File: src/rtl/phase_generator_pkg.sv
// rtl/phase_generator_pkg.sv - shared constants and FSM state type for the phase generator
// Purpose: operator count, field widths and sweep FSM encoding used by
// the phase generator, its register-file interface and the increment calculator.
package phase_generator_pkg;

  localparam int NUM_OPERATORS    = 18;
  localparam int PHASE_ACC_WIDTH  = 20;
  localparam int OP_NUM_WIDTH     = 5;
  localparam int REG_FNUM_WIDTH   = 10;
  localparam int REG_BLOCK_WIDTH  = 3;
  localparam int REG_MULT_WIDTH   = 4;
  localparam int PHASE_OUT_WIDTH  = 10;
  localparam int INC_WIDTH        = 20;

  // Cycles spent after the last op_sel while the read/align pipeline empties.
  localparam int DRAIN_CYCLES     = 3;

  typedef enum logic [1:0] {
    ST_IDLE  = 2'd0,
    ST_RUN   = 2'd1,
    ST_DRAIN = 2'd2
  } state_t;

endpackage

File: src/rtl/phase_generator_if.sv
// rtl/phase_generator_if.sv - register-file read bus and phase output stream
// Purpose: bundles the operator register read (op_sel out, fields back one
// cycle later, vib_val two cycles later) and the per-operator phase stream.
// Ports (master = phase generator):
//   op_sel                          out  operator index presented to the register file
//   fnum, block, mult, vib, key_on  in   operator fields, 1 cycle after op_sel
//   vib_val                         in   vibrato offset, 2 cycles after op_sel
//   phase_valid, phase_op, phase    out  one strobe per operator with its phase
interface phase_generator_if;
  import phase_generator_pkg::*;

  logic [OP_NUM_WIDTH-1:0]    op_sel;
  logic [REG_FNUM_WIDTH-1:0]  fnum;
  logic [REG_BLOCK_WIDTH-1:0] block;
  logic [REG_MULT_WIDTH-1:0]  mult;
  logic                       vib;
  logic                       key_on;
  logic [REG_FNUM_WIDTH-1:0]  vib_val;

  logic                       phase_valid;
  logic [OP_NUM_WIDTH-1:0]    phase_op;
  logic [PHASE_OUT_WIDTH-1:0] phase;

  modport master (
    output op_sel, phase_valid, phase_op, phase,
    input  fnum, block, mult, vib, key_on, vib_val
  );

  modport slave (
    input  op_sel, phase_valid, phase_op, phase,
    output fnum, block, mult, vib, key_on, vib_val
  );

endinterface

File: src/rtl/phase_inc_calc.sv
// rtl/phase_inc_calc.sv - combinational phase increment from F-number, block and multiple
// Purpose: inc = ((feff << block) * mult2) >> 2, mult2 being the doubled
// OPL2 multiple so the half-step for code 0 stays integral.
// Ports:
//   feff   in   effective F-number (vibrato already applied)
//   block  in   octave shift
//   mult   in   multiple code 0..15
//   inc    out  per-sample accumulator increment
module phase_inc_calc
  import phase_generator_pkg::*;
(
  input  logic [REG_FNUM_WIDTH-1:0]  feff,
  input  logic [REG_BLOCK_WIDTH-1:0] block,
  input  logic [REG_MULT_WIDTH-1:0]  mult,
  output logic [INC_WIDTH-1:0]       inc
);

  logic [4:0]  mult2;
  logic [16:0] shifted;
  logic [21:0] product;

  always_comb begin
    case (mult)
      4'd0:    mult2 = 5'd1;
      4'd1:    mult2 = 5'd2;
      4'd2:    mult2 = 5'd4;
      4'd3:    mult2 = 5'd6;
      4'd4:    mult2 = 5'd8;
      4'd5:    mult2 = 5'd10;
      4'd6:    mult2 = 5'd12;
      4'd7:    mult2 = 5'd14;
      4'd8:    mult2 = 5'd16;
      4'd9:    mult2 = 5'd18;
      4'd10:   mult2 = 5'd20;
      4'd11:   mult2 = 5'd20;
      4'd12:   mult2 = 5'd24;
      4'd13:   mult2 = 5'd24;
      4'd14:   mult2 = 5'd30;
      default: mult2 = 5'd30;
    endcase

    shifted = {7'd0, feff} << block;
    product = 22'(shifted) * 22'(mult2);
    // Worst case 0x3FF<<7 * 30 / 4 = 0xEFC40 still fits 20 bits.
    inc     = INC_WIDTH'(product >> 2);
  end

endmodule

File: src/rtl/phase_generator.sv
// rtl/phase_generator.sv - time-multiplexed 18-operator phase accumulator
// Purpose: on each sample tick, sweeps every operator through the register
// file, applies vibrato to the F-number, advances that operator's 20-bit
// accumulator and streams its top 10 bits out with a valid strobe.
// Ports:
//   clk            in   system clock
//   rst_n          in   asynchronous active-low reset
//   sample_clk_en  in   one-cycle tick starting a sweep
//   pif            master side of phase_generator_if (register read + phase stream)
//   busy           out  sweep in progress (RUN or DRAIN)
//   overrun        out  sticky: tick seen while busy, cleared only by reset
module phase_generator
  import phase_generator_pkg::*;
#(
  parameter int NUM_OPS = NUM_OPERATORS,
  parameter int ACC_W   = PHASE_ACC_WIDTH
) (
  input  logic                clk,
  input  logic                rst_n,
  input  logic                sample_clk_en,
  phase_generator_if.master   pif,
  output logic                busy,
  output logic                overrun
);

  // Sweep FSM
  state_t                    state_q, state_d;
  logic [OP_NUM_WIDTH-1:0]   cnt_q, cnt_d;
  logic                      overrun_q, overrun_d;
  logic [OP_NUM_WIDTH-1:0]   op_sel_w;

  // Stage 1: op index in flight while the register file answers
  logic                      s1_valid_q, s1_valid_d;
  logic [OP_NUM_WIDTH-1:0]   s1_op_q, s1_op_d;

  // Stage 2: fields registered so they line up with vib_val
  logic                      s2_valid_q, s2_valid_d;
  logic [OP_NUM_WIDTH-1:0]   s2_op_q, s2_op_d;
  logic [REG_FNUM_WIDTH-1:0] s2_fnum_q, s2_fnum_d;
  logic [REG_BLOCK_WIDTH-1:0] s2_block_q, s2_block_d;
  logic [REG_MULT_WIDTH-1:0] s2_mult_q, s2_mult_d;
  logic                      s2_vib_q, s2_vib_d;
  logic                      s2_key_q, s2_key_d;

  // Per-operator state
  logic [ACC_W-1:0]          acc_q [NUM_OPS];
  logic [ACC_W-1:0]          acc_d [NUM_OPS];
  logic [NUM_OPS-1:0]        key_hist_q, key_hist_d;

  // Output registers
  logic                      phase_valid_q, phase_valid_d;
  logic [OP_NUM_WIDTH-1:0]   phase_op_q, phase_op_d;
  logic [PHASE_OUT_WIDTH-1:0] phase_q, phase_d;

  // Datapath
  logic [REG_FNUM_WIDTH-1:0] feff;
  logic [INC_WIDTH-1:0]      inc;
  logic                      key_edge;
  logic [ACC_W-1:0]          acc_new;

  always_comb begin
    state_d   = state_q;
    cnt_d     = cnt_q;
    busy      = (state_q != ST_IDLE);
    op_sel_w  = '0;
    // A tick on the final DRAIN cycle still lands while busy, so it counts too.
    overrun_d = overrun_q | (sample_clk_en & busy);

    case (state_q)
      ST_IDLE: begin
        if (sample_clk_en) begin
          state_d = ST_RUN;
          cnt_d   = '0;
        end
      end
      ST_RUN: begin
        op_sel_w = cnt_q;
        if (cnt_q == OP_NUM_WIDTH'(NUM_OPS - 1)) begin
          state_d = ST_DRAIN;
          cnt_d   = '0;
        end else begin
          cnt_d = cnt_q + 1'b1;
        end
      end
      ST_DRAIN: begin
        if (cnt_q == OP_NUM_WIDTH'(DRAIN_CYCLES - 1)) begin
          state_d = ST_IDLE;
          cnt_d   = '0;
        end else begin
          cnt_d = cnt_q + 1'b1;
        end
      end
      default: begin
        state_d = ST_IDLE;
        cnt_d   = '0;
      end
    endcase
  end

  always_ff @(posedge clk or negedge rst_n) begin
    if (!rst_n) begin
      state_q   <= ST_IDLE;
      cnt_q     <= '0;
      overrun_q <= 1'b0;
    end else begin
      state_q   <= state_d;
      cnt_q     <= cnt_d;
      overrun_q <= overrun_d;
    end
  end

  // Plain 10-bit wrap: a ones-complement negative vib_val yields fnum - delta - 1.
  always_comb begin
    feff = s2_vib_q ? (s2_fnum_q + pif.vib_val) : s2_fnum_q;
  end

  phase_inc_calc u_inc (
    .feff  (feff),
    .block (s2_block_q),
    .mult  (s2_mult_q),
    .inc   (inc)
  );

  always_comb begin
    s1_valid_d = (state_q == ST_RUN);
    s1_op_d    = op_sel_w;

    s2_valid_d = s1_valid_q;
    s2_op_d    = s1_op_q;
    s2_fnum_d  = pif.fnum;
    s2_block_d = pif.block;
    s2_mult_d  = pif.mult;
    s2_vib_d   = pif.vib;
    s2_key_d   = pif.key_on;

    key_edge   = s2_key_q & ~key_hist_q[s2_op_q];
    acc_new    = key_edge ? '0 : (acc_q[s2_op_q] + ACC_W'(inc));

    acc_d         = acc_q;
    key_hist_d    = key_hist_q;
    phase_valid_d = s2_valid_q;
    phase_op_d    = phase_op_q;
    phase_d       = phase_q;

    if (s2_valid_q) begin
      acc_d[s2_op_q]      = acc_new;
      key_hist_d[s2_op_q] = s2_key_q;
      phase_op_d          = s2_op_q;
      phase_d             = acc_new[ACC_W-1 -: PHASE_OUT_WIDTH];
    end
  end

  always_ff @(posedge clk or negedge rst_n) begin
    if (!rst_n) begin
      s1_valid_q    <= 1'b0;
      s1_op_q       <= '0;
      s2_valid_q    <= 1'b0;
      s2_op_q       <= '0;
      s2_fnum_q     <= '0;
      s2_block_q    <= '0;
      s2_mult_q     <= '0;
      s2_vib_q      <= 1'b0;
      s2_key_q      <= 1'b0;
      acc_q         <= '{default: '0};
      key_hist_q    <= '0;
      phase_valid_q <= 1'b0;
      phase_op_q    <= '0;
      phase_q       <= '0;
    end else begin
      s1_valid_q    <= s1_valid_d;
      s1_op_q       <= s1_op_d;
      s2_valid_q    <= s2_valid_d;
      s2_op_q       <= s2_op_d;
      s2_fnum_q     <= s2_fnum_d;
      s2_block_q    <= s2_block_d;
      s2_mult_q     <= s2_mult_d;
      s2_vib_q      <= s2_vib_d;
      s2_key_q      <= s2_key_d;
      acc_q         <= acc_d;
      key_hist_q    <= key_hist_d;
      phase_valid_q <= phase_valid_d;
      phase_op_q    <= phase_op_d;
      phase_q       <= phase_d;
    end
  end

  assign pif.op_sel      = op_sel_w;
  assign pif.phase_valid = phase_valid_q;
  assign pif.phase_op    = phase_op_q;
  assign pif.phase       = phase_q;
  assign overrun         = overrun_q;

endmodule

File: src/flat_wrapper.sv
// flat-port wrapper written by rule: the top's interface ports become plain ports
module phase_generator_flat import phase_generator_pkg::*;
#(
  parameter int NUM_OPS = NUM_OPERATORS,
  parameter int ACC_W   = PHASE_ACC_WIDTH
)
  (clk, rst_n, sample_clk_en, busy, overrun, pif_op_sel, pif_phase_valid, pif_phase_op, pif_phase, pif_fnum, pif_block, pif_mult, pif_vib, pif_key_on, pif_vib_val);
  phase_generator_if pif_i ();
  input  logic clk;
  input  logic rst_n;
  input  logic sample_clk_en;
  output logic busy;
  output logic overrun;
  output wire logic [$bits(pif_i.op_sel)-1:0] pif_op_sel;
  output wire logic [$bits(pif_i.phase_valid)-1:0] pif_phase_valid;
  output wire logic [$bits(pif_i.phase_op)-1:0] pif_phase_op;
  output wire logic [$bits(pif_i.phase)-1:0] pif_phase;
  input wire logic [$bits(pif_i.fnum)-1:0] pif_fnum;
  input wire logic [$bits(pif_i.block)-1:0] pif_block;
  input wire logic [$bits(pif_i.mult)-1:0] pif_mult;
  input wire logic [$bits(pif_i.vib)-1:0] pif_vib;
  input wire logic [$bits(pif_i.key_on)-1:0] pif_key_on;
  input wire logic [$bits(pif_i.vib_val)-1:0] pif_vib_val;
  assign pif_op_sel = pif_i.op_sel;
  assign pif_phase_valid = pif_i.phase_valid;
  assign pif_phase_op = pif_i.phase_op;
  assign pif_phase = pif_i.phase;
  assign pif_i.fnum = pif_fnum;
  assign pif_i.block = pif_block;
  assign pif_i.mult = pif_mult;
  assign pif_i.vib = pif_vib;
  assign pif_i.key_on = pif_key_on;
  assign pif_i.vib_val = pif_vib_val;
  phase_generator #(.NUM_OPS(NUM_OPS), .ACC_W(ACC_W)) u_core (.clk(clk), .rst_n(rst_n), .sample_clk_en(sample_clk_en), .pif(pif_i), .busy(busy), .overrun(overrun));
endmodule
File: config.mk
export PLATFORM = sky130hd
export DESIGN_NAME = phase_generator_flat
export DESIGN_NICKNAME = d
export VERILOG_FILES = /design/src/rtl/phase_generator_pkg.sv /design/src/rtl/phase_generator_if.sv /design/src/rtl/phase_inc_calc.sv /design/src/rtl/phase_generator.sv /design/src/flat_wrapper.sv
export SDC_FILE = /design/constraint.sdc
export NUM_CORES = 1
export LEC_CHECK = 0
export CAP_MARGIN = 40
export CORE_AREA = 2 2 194 196
export CTS_CLUSTER_SIZE = 10
export DETAILED_ROUTE_END_ITERATION = 8
export DIE_AREA = 0 0 196 198
export PLACE_DENSITY = 0.8
export SYNTH_ARGS = -nofsm -noshare
export SYNTH_HDL_FRONTEND = slang
export SYNTH_HIERARCHICAL = 1
export SYNTH_SLANG_ARGS = --single-unit
File: constraint.sdc
create_clock -name clk -period 10.1 [get_ports clk]
set_input_delay 1.515 -clock clk [delete_from_list [all_inputs] [get_ports clk]]
set_output_delay 1.515 -clock clk [all_outputs]
set_load 0.02 [all_outputs]
==> results of run 1 <==
cell families (layout without fill, tap and decap cells):
kind of cell | count (synthesis) | in the layout | synth area share (%)
xor+xnor | 38 | 38 | 1.45
flops | 433 | 433 | 47.3
other cells | 1 | 1 | 0.0164
buf+inv | 244 | 247 | 4.37
simple gates | 705 | 705 | 13.5
fa+ha+maj | 110 | 110 | 7.54
compound gates | 555 | 555 | 14.1
mux | 157 | 157 | 11.8
worst paths after layout:
kind	from	to	slack, ns	cells past startpoint
worst max-delay path	pif_vib_val[1]	u_core/acc_q[159]	0.66	33
worst min-delay path	u_core/s1_op_q[0]	u_core/s2_op_q[0]	0.33	0
worst max register to register	u_core/s2_fnum_q[1]	u_core/acc_q[159]	1.70	32
worst min register to register	u_core/s1_op_q[0]	u_core/s2_op_q[0]	0.33	0
max in group asynchronous	rst_n	u_core/acc_q[355]	7.69	2
min in group asynchronous	rst_n	u_core/s2_key_q	0.97	1
metrics by stage:
step                worst slack (ns)  power [mW]  std cells  hold WS, ns
floorplan                       1.32        4.81       2243        0.331
global placement               0.385        5.49       2648        0.332
detailed placement            0.0903        5.68       2658        0.336
CTS                            0.621        7.30       2720        0.348
global route                  0.0481        7.81       2720        0.348
finish                         0.659        7.32       2720        0.334
cell type report:
| type | count | area (um^2) | share of cell area [%] |
|---|---|---|---|
| timing repair buffer | 96 | 993 | 3.93 |
| multi-input combinational | 1566 | 11100 | 44.0 |
| clock buffer | 56 | 1290 | 5.12 |
| sequential | 433 | 10800 | 42.9 |
| inverter | 89 | 334 | 1.32 |
| tap | 474 | 593 | 2.35 |
| clock inverter | 6 | 73.8 | 0.292 |
report_power, final:
part           total (mW)  switching (mW)  leakage (nW)  internal [mW]
clock network        1.58           0.660         0.673          0.919
logic                3.04            1.92          6.10           1.11
registers            2.71           0.345          4.87           2.36
cells in the final DEF (no fill, tap or decap), drive strengths merged, types with 43 or more instances in the layout:
cell             n
ha              63
mux4            86
nand2          503
o21ai          396
clkdlybuf4s50   53
fa              47
inv             91
clkbuf          56
buf             43
dfrtp          433
repair_timing:
| item | in CTS | in global routing |
|---|---|---|
| hold buffers | 0 | 0 |
| gates resized for setup | 0 | 1 |
| setup endpoints to repair | 0 | 8 |
state kept, by name (all words and copies together), names as in the netlist, 3 cells and up:
signal and cells:
u_core/acc_q 360, u_core/key_hist_q 18, u_core/pif.phase 10, u_core/s2_fnum_q 10
u_core/cnt_q 5, u_core/pif.phase_op 5, u_core/s1_op_q 5, u_core/s2_op_q 5
u_core/s2_mult_q 4, u_core/s2_block_q 3
layer usage:
layer  global-route usage (%)  part of all wire (%)  vias to the layer above
met5                        0                 0.023                        -
met4                     15.3                   4.8                        2
met3                     5.37                   7.1                      192
met2                     50.9                    48                      665
met1                     39.8                    40                     8677
li1                         -                     -                     7702
==> impl_metrics.toml, run 1 <==
[outcome]
status = "finished clean"

[hold_path]
worstHoldPathType = "reg -> reg"

[timing]
setup_tns_ns = 0
skew_ns = 0.0232
min_period_ns = 9.44
slew_violations = 0
slew_headroom_pct = 35.0
worstMarginPinSlew_ns = 0.972
fmaxAchievable_mhz = 106
setup_violations = 0
hold_viol_final = 0
rsz0062_at_grt = "no"
fin_crit_sh_pct = 93.5

[synthesis]
ys.flop_type = "dfrtp_1"
synth.most_common_cell = "nand2_1"
synth_top_cell_by_area = "dfrtp_1"
synth_async_sr_flop_share_pct = 100
netlist_area_um2 = 22900
syn_area_per_cell_um2 = 10.2
ys_seq_elements = 433
synthCells = 2243
synth_area_leaders = "dfrtp_1 (47%), mux4_2 (8.3%), o21ai_0 (8.3%)"
ys_types = 75
netlist.area_leader.share_pct = 47.3
syn-num-nets = 2385
synth_edf_count = 0
synth_top_cells_by_count = "nand2_1 (490), dfrtp_1 (433), o21ai_0 (382), clkbuf_1 (97), inv_1 (89)"
yosys_warnings = 6
yosysSeqAreaShare_pct = 47.3

[die]
pin_count = 55
rows = 71
die_x_um = 196
core_area_um2 = 37000
die_height_um = 198
dieArea_um2 = 38800
initial_utilization_pct = 62.0

[finish]
n_antenna_cell = 0
fin_util_pct = 68.3
synthToLayoutAreaGrowth_pct = 10.1
nNetsFinal = 2378
layout-drive-gt1-share_pct = 12.2
n_fill_cell = 2679
post-route-cell-area_um2 = 25300

[grt]
grt_antenna_before_repair = 1
grt_pass1_wl_mm = 93.5
grt_overflow_total = 0
grt_usage_pct = 30.8
grt_pass1_vias = 17900
grt_max_degree = 184

[flow_run]
cap_violations = 0

[drt]
drt_wl_total_mm = 57.6
vias = 17200
postRouteAntennaNets = 0
avgViaCountPerCell = 6.34
first_pass_iters = 6
route.detailed.drc = 0
wire_per_inst_um = 21.2
first_iter_violations = 1382

[power_and_ir_drop]
p_leak_nw = 11.6
peakVddDrop_mv = 0.189
p_per_area_nw_per_um2 = 290

[clock_network]
post_cts_buffers = 0
numCtsBuffers = 50
cts_tree = "built"
clockBufferDepth = 3
clk_pin_slew_ns = 0.05
cts_max_level = 2
numClockSinks = 433
cts_root_buf = "clkbuf_16"
clock_latency_ns = 0.57

[worst_setup_path]
crit_path_end_kind = "flop"
cp_num_buf_inv = 3
crit_slowest_cell = "fa_1"
cp.arrival_ns = 9.84
crit_family = "compound AO/OA/AOI/OAI gates"
crit_fanout = 19
worstSetupStartpointType = "input port"
crit_type = "in -> reg"
worstPathRequired_ns = 10.50
critPathMaxStageDelay_ns = 0.51

[place]
port_buffers = 54
place_area_um2 = 23900
routabilityCongestion = 0.897
dp_hpwl_mm = 36.6
Power figures use the tool's default switching activity.
==> run 2, diff against run 1 <==
--- a/config.mk
+++ b/config.mk
@@ -11,6 +11,7 @@
 export DETAILED_ROUTE_END_ITERATION = 8
 export DIE_AREA = 0 0 196 198
 export PLACE_DENSITY = 0.8
+export REMOVE_ABC_BUFFERS = 1
 export SYNTH_ARGS = -nofsm -noshare
 export SYNTH_HDL_FRONTEND = slang
 export SYNTH_HIERARCHICAL = 1
==> run 2 against run 1 <==
Global-route usage fell by 0.49 points. Combinational power barely moved. Final cell count barely moved. First-iteration DRC count rose by 7.5%. Sequential share of layout area fell by 0.13 points.
==> impl_metrics.toml, run 2 (synthesized netlist as in run 1, its figures left out) <==
[finish]
largest-register = "u_core/acc_q"
n_antenna_cell = 0
layout_commonest_cell = "nand2_1"
layout-drive-gt1-share_pct = 12.4
synthToLayoutAreaGrowth_pct = 10.5
final_cell_mix = "nand2_1 (482), dfrtp_1 (431), o21ai_0 (382)"
final_cells = 2721
nNetsFinal = 2379
top_regs = "u_core/acc_q (360), u_core/key_hist_q (18)"
largest_reg_flops = 360

[worst_setup_path]
crit_fanout = 19
critPathMaxStageDelay_ns = 0.52
crit_path_end_kind = "flop"
r2r.worst_path.cells = 33
worstSetupStartpointType = "input port"
worstPathRequired_ns = 10.59
cp.arrival_ns = 9.97
crit_type = "in -> reg"
crit_slowest_cell = "fa_1"
crit_top_cell = "o21ai_0"
ff2ff_setup_slack_ns = 1.63
crit_end = "u_core/acc_q[99]"
rr_startpoint = "u_core/s2_fnum_q[0]"
startpoint = "pif_vib_val[0]"
reg2reg_to = "u_core/acc_q[99]"

[timing]
setup_violations = 0
rsz0062_at_grt = "no"
fmaxAchievable_mhz = 105
slew_headroom_pct = 37.4
hold_viol_final = 0
worstMarginPinSlew_ns = 0.935
min_period_ns = 9.48
skew_ns = 0.0307
fin_crit_sh_pct = 93.9
slew_violations = 0
setup_tns_ns = 0

[clock_network]
cts_root_buf = "clkbuf_16"
clockBufferDepth = 3
clock_latency_ns = 0.60
cts_tree = "built"
post_cts_buffers = 0
clk_pin_slew_ns = 0.05
cts_hold_buf = 0
cts_resized = 0
numClockSinks = 433
numCtsBuffers = 50
cts_max_level = 2

[grt]
grt_pass1_wl_mm = 92.5
grt_usage_pct = 30.3
grt_overflow_total = 0
grt_pass1_vias = 17500
grt_max_degree = 107
grt_antenna_before_repair = 0

[drt]
drt_wl_total_mm = 56.6
avgViaCountPerCell = 6.30
route.detailed.drc = 0
vias = 17200
wire_per_inst_um = 20.8
postRouteAntennaNets = 0
first_iter_violations = 1486
first_pass_iters = 5

[die]
core_area_um2 = 37000
rows = 71
die_x_um = 196
initial_utilization_pct = 62.0
die_height_um = 198
dieArea_um2 = 38800
pin_count = 55

[outcome]
status = "finished clean"

[hold_path]
worstHoldPathType = "reg -> reg"

[place]
routabilityCongestion = 0.919
dp_hpwl_mm = 36.0
port_buffers = 54
dp_cells = 2659

[power_and_ir_drop]
p_leak_nw = 11.7
peakVddDrop_mv = 0.221
p_per_area_nw_per_um2 = 292

[flow_run]
cap_violations = 0
-- run 2: changes by cell type in the layout (fill, tap and decap cells not counted), moves of 2 or more --
| cell | delta |
|---|---|
| nand2_1 | -5 |
| nand2_2 | +5 |
| inv_6 | -2 |
| clkbuf_1 | +2 |
-- run 2: where the power goes --
part | internal (mW) | switching [mW] | leakage [nW] | total, mW
registers | 2.36 | 0.361 | 4.87 | 2.72
logic | 1.13 | 1.94 | 6.13 | 3.06
clock network | 0.943 | 0.676 | 0.684 | 1.62
-- run 2: area by class of cell --
| class | instances | area [um^2] |
|---|---|---|
| tap | 474 | 593 |
| inverter | 89 | 334 |
| timing repair buffer | 97 | 1020 |
| sequential | 433 | 10800 |
| multi-input combinational | 1566 | 11100 |
| clock buffer | 57 | 1290 |
| fill | 2610 | 11600 |
| clock inverter | 5 | 115 |
-- run 2: layer usage --
layer  GRT usage (%)  part of all wire [%]  wire length (um)  up-vias
met1            40.1                    40             22800     8637
met5               0                     0                 0        -
met2            51.0                    49             27800      684
met4            10.4                   2.8              1590        0
li1                -                     -                 -     7699
met3            5.47                   7.7              4330      134
-- run 2: through the flow --
stage / setup WS (ns) / total power [mW] / utilization, % / hold WS [ns] / cell area (um^2)
after floorplan: 1.26 / 4.71 / - / 0.331 / 22300
after global placement: 0.373 / 5.49 / 64.1 / 0.331 / 23700
after detailed placement: 0.151 / 5.70 / 64.7 / 0.335 / 23900
after CTS: 0.738 / 7.38 / 68.5 / 0.348 / 25300
after global routing: 0.106 / 7.88 / 68.5 / 0.353 / 25300
final: 0.615 / 7.40 / 68.5 / 0.347 / 25300
-- run 2: worst min-delay path by stage --
stage | from | end | slack, ns | cells past startpoint
after floorplan | u_core/s1_valid_q | u_core/phase_valid_d | 0.33 | 0
after global routing | u_core/s1_valid_q | u_core/phase_valid_d | 0.35 | 0
after CTS | u_core/s1_valid_q | u_core/phase_valid_d | 0.35 | 0
final | u_core/s1_valid_q | u_core/phase_valid_d | 0.35 | 0
after global placement | u_core/s1_op_q[3] | u_core/s2_op_q[3] | 0.33 | 0
after detailed placement | u_core/s1_op_q[3] | u_core/s2_op_q[3] | 0.33 | 0
-- run 2: critical path, delay by kind of cell --
| family | cells | cell delay [ns] |
|---|---|---|
| buffers and inverters | 4 | 0.61 |
| multiplexers | 1 | 0.18 |
| AND/OR/NAND/NOR | 7 | 1.21 |
| adder cells (fa/ha/maj) | 7 | 2.80 |
| AO/OA/AOI/OAI | 15 | 3.65 |
==> run 3, diff against run 2 <==
--- a/config.mk
+++ b/config.mk
@@ -10,7 +10,7 @@
 export CTS_CLUSTER_SIZE = 10
 export DETAILED_ROUTE_END_ITERATION = 8
 export DIE_AREA = 0 0 196 198
-export PLACE_DENSITY = 0.8
+export PLACE_DENSITY_LB_ADDON = 0.12
 export REMOVE_ABC_BUFFERS = 1
 export SYNTH_ARGS = -nofsm -noshare
 export SYNTH_HDL_FRONTEND = slang
==> run 3 against run 2 <==
Worst setup slack worse by 0.016 ns. Wire length down 2.2%. Sequential power about the same.
==> impl_metrics.toml, run 3 (synthesized netlist as in run 1, its figures left out) <==
[grt]
grt_antenna_before_repair = 0
grt_pass1_wl_mm = 90.9
grt_pass1_vias = 17100
grt_usage_pct = 30.1
grt_max_degree = 129
grt_overflow_total = 0

[timing]
min_period_ns = 9.50
fin_crit_sh_pct = 94.1
slew_headroom_pct = 32.6
worstMarginPinSlew_ns = 1.01
fmaxAchievable_mhz = 105
skew_ns = 0.0338
hold_ws_ns = 0.345
setup_violations = 0
hold_viol_final = 0
slew_violations = 0
rsz0062_at_grt = "no"
setup_tns_ns = 0

[drt]
avgViaCountPerCell = 6.11
vias = 16600
first_iter_violations = 1262
route.detailed.drc = 0
postRouteAntennaNets = 0
top_layer_used = "met4"
dr_wl_met3_mm = 3.75
drt_wl_total_mm = 55.3
wl_met2_mm = 26.6
first_pass_iters = 5
m1WireLength_mm = 23.5
wire_per_inst_um = 20.3

[clock_network]
cts_max_level = 2
numClockSinks = 433
clock_latency_ns = 0.59
clk_pin_slew_ns = 0.05
cts_root_buf = "clkbuf_16"
cts_resized = 0
cts_tree = "built"
post_cts_buffers = 0
numCtsBuffers = 50
cts_hold_buf = 0
clockBufferDepth = 3

[worst_setup_path]
ff2ff_setup_slack_ns = 1.64
crit_path_end_kind = "flop"
rr_startpoint = "u_core/s2_fnum_q[0]"
crit_type = "in -> reg"
crit_top_cell = "o21ai_0"
startpoint = "pif_vib_val[0]"
crit_slowest_cell = "fa_1"
worstSetupStartpointType = "input port"
critPathMaxStageDelay_ns = 0.52
cp.arrival_ns = 10.00
worstPathRequired_ns = 10.59
crit_fanout = 19

[finish]
final_cell_mix = "nand2_1 (485), dfrtp_1 (431), o21ai_0 (382)"
largest_reg_flops = 360
post-route-cell-area_um2 = 25200
layout_commonest_cell = "nand2_1"
nNetsFinal = 2379
largest-register = "u_core/acc_q"
layout-drive-gt1-share_pct = 12.2
top_regs = "u_core/acc_q (360), u_core/key_hist_q (18)"
synthToLayoutAreaGrowth_pct = 10.1
n_antenna_cell = 0

[power_and_ir_drop]
peakVddDrop_mv = 0.201
p_per_area_nw_per_um2 = 289
p_leak_nw = 11.6

[die]
dieArea_um2 = 38800
initial_utilization_pct = 62.0
die_x_um = 196
die_height_um = 198
core_area_um2 = 37000
rows = 71
pin_count = 55

[place]
port_buffers = 54
place_area_um2 = 23900
dp_hpwl_mm = 36.1
routabilityCongestion = 0.866

[outcome]
status = "finished clean"

[hold_path]
min_from = "u_core/s1_op_q[0]"
worstHoldPathType = "reg -> reg"

[flow_run]
cap_violations = 0
run 3: cell types whose count changed in the layout (fill, tap and decap cells not counted), sizes merged:
| cell | delta |
|---|---|
| clkinvlp | +2 |
| clkbuf | -2 |
| bufinv | -2 |
run 3: path summary, 6_finish.rpt:
path,to,cells after the start
worst min register to register,u_core/s2_op_q[0],0
min in group asynchronous,u_core/acc_q[202],1
worst max-delay path,u_core/acc_q[159],34
worst max register to register,u_core/acc_q[159],33
worst min-delay path,u_core/s2_op_q[0],0
max in group asynchronous,u_core/pif.phase[0],2
run 3: layout make-up:
| class | instances | area (um^2) |
|---|---|---|
| fillers | 2769 | 11700 |
| flip-flops and latches | 433 | 10800 |
| repair buffers | 97 | 1000 |
| well taps | 474 | 593 |
| clock buffers | 55 | 1280 |
| multi-input cells | 1566 | 11100 |
| inverters | 89 | 334 |
| clock inverters | 5 | 70.1 |
run 3: critical path: cells and delay by family:
kind	cells	cell delay, ns
AND/OR/NAND/NOR	7	1.21
AO/OA/AOI/OAI	15	3.66
multiplexers	1	0.20
adder cells (fa/ha/maj)	7	2.77
buffers and inverters	4	0.60
run 3: metal layers:
metal  vias up  global-route usage [%]
met5         -                       0
met4         0                    10.1
met3        99                    5.09
met2       555                    50.1
met1      8247                    40.6
li1       7702                       -
run 3: through the flow:
step | total power [mW] | setup WS (ns) | util, % | cells
finish | 7.30 | 0.599 | 68.3 | 2719
CTS | 7.32 | 0.740 | 68.3 | 2719
global placement | 5.55 | 0.335 | 64.1 | 2651
global route | 7.84 | 0.0205 | 68.3 | 2719
detailed placement | 5.71 | 0.186 | 64.7 | 2659
floorplan | 4.71 | 1.26 | - | 2088
run 3: report_power, final:
group | internal (mW) | switching (mW) | leakage [nW]
sequential | 2.36 | 0.346 | 4.87
combinational | 1.13 | 1.91 | 6.11
clock | 0.890 | 0.673 | 0.653
